===== config.mk =====
export PLATFORM = sky130hd
export DESIGN_NAME = hazard_detector
export DESIGN_NICKNAME = d
export VERILOG_FILES = /design/src/rtl/hazard_detector.sv
export SDC_FILE = /design/constraint.sdc
export NUM_CORES = 1
export LEC_CHECK = 0
export ABC_AREA = 1
export BUFFER_PORTS_ARGS = -buffer_cell sky130_fd_sc_hd__buf_2
export CORE_MARGIN = 8
export CORE_UTILIZATION = 49
export CTS_CLUSTER_DIAMETER = 80
export DETAILED_ROUTE_END_ITERATION = 10
export PLACE_DENSITY = 0.8
export SYNTH_ARGS = -nofsm -noshare
export SYNTH_HDL_FRONTEND = slang
export SYNTH_SLANG_ARGS = --single-unit

===== constraint.sdc =====
create_clock -name clk -period 1.7 [get_ports clk]
set_input_delay 0.34 -clock clk [delete_from_list [all_inputs] [get_ports clk]]
set_output_delay 0.34 -clock clk [all_outputs]
set_load 0.05 [all_outputs]

===== src/rtl/hazard_detector.sv =====
`default_nettype none
// +-----------------------------------------------------------------------+
// | Module     : hazard_detector                                          |
// | Description: Read-after-write hazard detector for the issue stage.    |
// |              Compares the slot-1 row against the in-flight slot-2     |
// |              row and a scoreboard of rows with outstanding writes,    |
// |              raises a combinational stall, and counts stall cycles.   |
// | Revision   : 1.0 - initial release                                    |
// +-----------------------------------------------------------------------+
module hazard_detector #(
   parameter int ROWS  = 32,
   parameter int ROW_W = 5,
   parameter int CNT_W = 16
) (
   input  logic             clk,
   input  logic             rst_n,
   input  logic             ass1_pending,
   input  logic [ROW_W-1:0] ass1_row,
   input  logic             ass2_pending,
   input  logic [ROW_W-1:0] ass2_row,
   input  logic             wb_valid,
   input  logic [ROW_W-1:0] wb_row,
   output logic             stalled,
   output logic [ROWS-1:0]  busy_rows,
   output logic [CNT_W-1:0] stall_count
);

   localparam logic [CNT_W-1:0] c_CNT_MAX = {CNT_W{1'b1}};
   localparam logic [CNT_W-1:0] c_CNT_ONE = {{(CNT_W-1){1'b0}}, 1'b1};

   logic [ROWS-1:0]  busy_q, busy_d;
   logic [CNT_W-1:0] cnt_q, cnt_d;
   logic             w_slot2_hit;
   logic             w_busy_hit;
   logic             w_stall;
   logic             w_issue;

   // Hazard detection: slot-2 match is instantaneous, scoreboard match uses
   // the registered busy bits. Deliberately independent of ass1_pending.
   always_comb begin
      w_slot2_hit = ass2_pending && (ass1_row == ass2_row);
      w_busy_hit  = busy_q[ass1_row];
      w_stall     = w_slot2_hit || w_busy_hit;
      w_issue     = ass1_pending && !w_stall;
   end

   // Scoreboard next state: clear on writeback first, then set on issue so a
   // same-row set beats the clear (the new write is still outstanding).
   always_comb begin
      busy_d = busy_q;
      if (wb_valid) begin
         busy_d[wb_row] = 1'b0;
      end
      if (w_issue) begin
         busy_d[ass1_row] = 1'b1;
      end
   end

   // Saturating stall-cycle counter next state.
   always_comb begin
      cnt_d = cnt_q;
      if (w_stall && (cnt_q != c_CNT_MAX)) begin
         cnt_d = cnt_q + c_CNT_ONE;
      end
   end

   // State registers with asynchronous active-low clear.
   always_ff @(posedge clk or negedge rst_n) begin
      if (!rst_n) begin
         busy_q <= '0;
         cnt_q  <= '0;
      end else begin
         busy_q <= busy_d;
         cnt_q  <= cnt_d;
      end
   end

   assign stalled     = w_stall;
   assign busy_rows   = busy_q;
   assign stall_count = cnt_q;

endmodule
`default_nettype wire


==> impl_results.md <==
* Status: finished, violations left
* Failing checks: hold timing, setup timing
* Antenna fix cells at 0
* Minimum clock period at 1.909 ns
* Placed cell area at ~0.0037 mm^2
* TritonCTS clock tree: yes
* Worst VDD drop at 661.1 uV
* Clock skew at 0.01046 ns
* Die W at 94.53 um
* Final Setup Violations at 33
* Worst setup margin at -0.2091 ns
* Mapped cell area at 0.003022 mm^2
* First-pass GRT wire length at roughly 16 mm
* Worst-path clk slew at approximately 0.090 ns
* Number of fill cells in the layout at 474
* Cell count after synthesis at around 440
* Maximum clock frequency at ~520 MHz
* Sequential fraction of the synthesis area at 0.3975
* DRC at 0
* Synth Register Bits at 48
* H-Tree Depth at 2
* Max Cap Viol at 0
* PortBufs at slightly below 70
* Core ar. at between 0.005 and 0.006 mm^2
* CTS sink cnt at 48
* Worst min path class: in -> async
* Slew margin rel. at 0.5906
* Cts bufs inserted at 5
* Post-DR vias/cell at 5.590
* Most frequent cells in the layout: nand2_1, nand3_1, buf_2
* PD cells at 1156 mW/mm^2
* Gr usage total at 0.2155
* Leakage at ~0.0021 uW
* Synth area leaders: dfrtp_1, nand2_1, nand3_1
* P&R area growth vs syn at 34.04%
* Final HPWL DP at approximately 7 mm
* Row Count at 28
* Setup tns final at -4.386 ns
* Worst-path fanout max at 3
* Startpoint types: register
* Hold Vio Cnt, Final at 5
* Final WL at slightly below 10 mm
* Design Power at 4683 uW
* Root Driver: clkbuf_8
* Num ports at 69
* Arr. time, crit path at about 1.6 ns
* WP data required at 1.36 ns
* Count of cell types in the netlist at 24
* WL/cell at 15.89 um
* Synthesized net count at roughly 460
* Routability Congestion at 0.9190
* Die footprint at roughly 0.0089 mm^2
* Tcrit/Tclk final at 1.123
* Bufs on Longest Clock Path at 2
* Largest net degree at the start of global routing at 49
* Initial DRC count at 322
* Layout Nets at 567
* Area fraction of the dominant cell type after synthesis at 0.3975
* Share of cells above drive strength 1 at 0.3309
* Worst skew pair latency at between 0.3 and 0.4 ns
* Post-DRT Antenna Nets at 0
* Crit end category: primary output
* Syn_area_per_cell at 6.821 um^2
* Vias at ~3500
* Initial Utilization at 0.5074
* Initial antenna violation count at 0
* Actual slew at the worst max-slew pin at 0.6142 ns
* Global route total overflow at 0
* Min Hold Slack at -0.003038 ns
* RSZ-0062 raised after global routing: true
* Most common cell after layout, fill and taps aside: nand2_1
* Fin. max-slew vios at 0
* Yosys top cell by area: dfrtp_1
* Die extent in y at 94.53 um
* First-pass detailed-route iteration total at 6
* Finished Cell Area at 0.004050 mm^2
* Vias in the first global route at 3196
* Crit path kind: reg -> out
* Synthesis Warnings at 0
* Final core utilization at 0.6800
[worst max-delay path: stages, from the launching register on]
cell	delay [ns]
dfrtp_2	0.43
nand2_1	0.07
nand2_1	0.06
nand2_1	0.06
nand2_1	0.08
nand2_2	0.06
nand2_2	0.07
nor2_4	0.15
nand3_4	0.11
buf_8	0.17
[final cells by class]
cell class / count / area (um^2) / share of cell area
multi-input cells: 350 / 1723 / 0.4254
flip-flops and latches: 48 / 1249 / 0.3083
repair buffers: 108 / 749.5 / 0.1850
inverters: 33 / 123.9 / 0.03058
well taps: 75 / 93.84 / 0.02317
clock buffers: 5 / 68.82 / 0.01699
clock inverters: 3 / 42.54 / 0.01050
[synthesized netlist by cell type]
cell,count
ha_1,1
nand4_1,2
nand3_1,73
nand3b_4,1
buf_6,4
buf_2,6
buf_4,2
nand2_1,156
nand3b_1,1
o21ai_0,32
inv_1,31
nor3_2,1
inv_2,2
nand2_2,1
buf_1,1
nor3_1,12
nor2_2,2
nand2_4,1
nor2_4,1
xnor2_1,2
nor2_1,50
nand3_4,1
xor2_1,12
dfrtp_1,48
[worst paths after layout]
path	from	endpoint	slack, ns	cells past startpoint
worst max-delay path	busy_rows[23]	stalled	-0.21	9
worst min-delay path	rst_n	busy_rows[23]	-0.003	2
worst max register to register	busy_rows[29]	busy_rows[2]	-0.15	14
worst min register to register	stall_count[13]	stall_count[13]	0.53	2
max in group asynchronous	rst_n	busy_rows[4]	1.45	2
min in group clk	wb_row[2]	busy_rows[7]	0.47	4
[power by group]
group	internal, uW	switching (uW)
clock	436	407
sequential	1420	232
combinational	628	1560
[per-layer routing]
metal  share of wire  track usage  vias up
li1                -            -     1626
met1            0.40       0.2802     1630
met2            0.47       0.3349      195
met3           0.099      0.05079       26
met4           0.026      0.09363        0
met5               0            0        -
[registers in the layout (all words and copies together), names as in the netlist]
| register | flops |
|---|---|
| stall_count | 16 |
| busy_rows | 32 |
[timing repair]
item	4_1_cts	5_1_grt
hold buffers	0	0
pin swaps	2	9
setup buffers	2	9
cloned	0	2
resized for setup	8	16
endpoints found under the setup margin	1	49
[cell families (layout without fill, tap and decap cells)]
group / count (synthesis) / in the layout / share of synthesized area
simple gates: 302 / 303 / 0.4327
flops: 48 / 48 / 0.3975
buf+inv: 46 / 149 / 0.07205
compound gates: 32 / 32 / 0.05300
xor+xnor: 14 / 14 / 0.04058
fa+ha+maj: 1 / 1 / 0.004140
[through the flow]
step / worst slack, ns / cells
after floorplan: -0.02789 / 443
after global placement: -0.1976 / 601
after detailed placement: -0.2183 / 601
after CTS: -0.1701 / 611
after global routing: -0.2862 / 622
final: -0.2091 / 622
No activity file was read; power rests on OpenSTA's default activity.
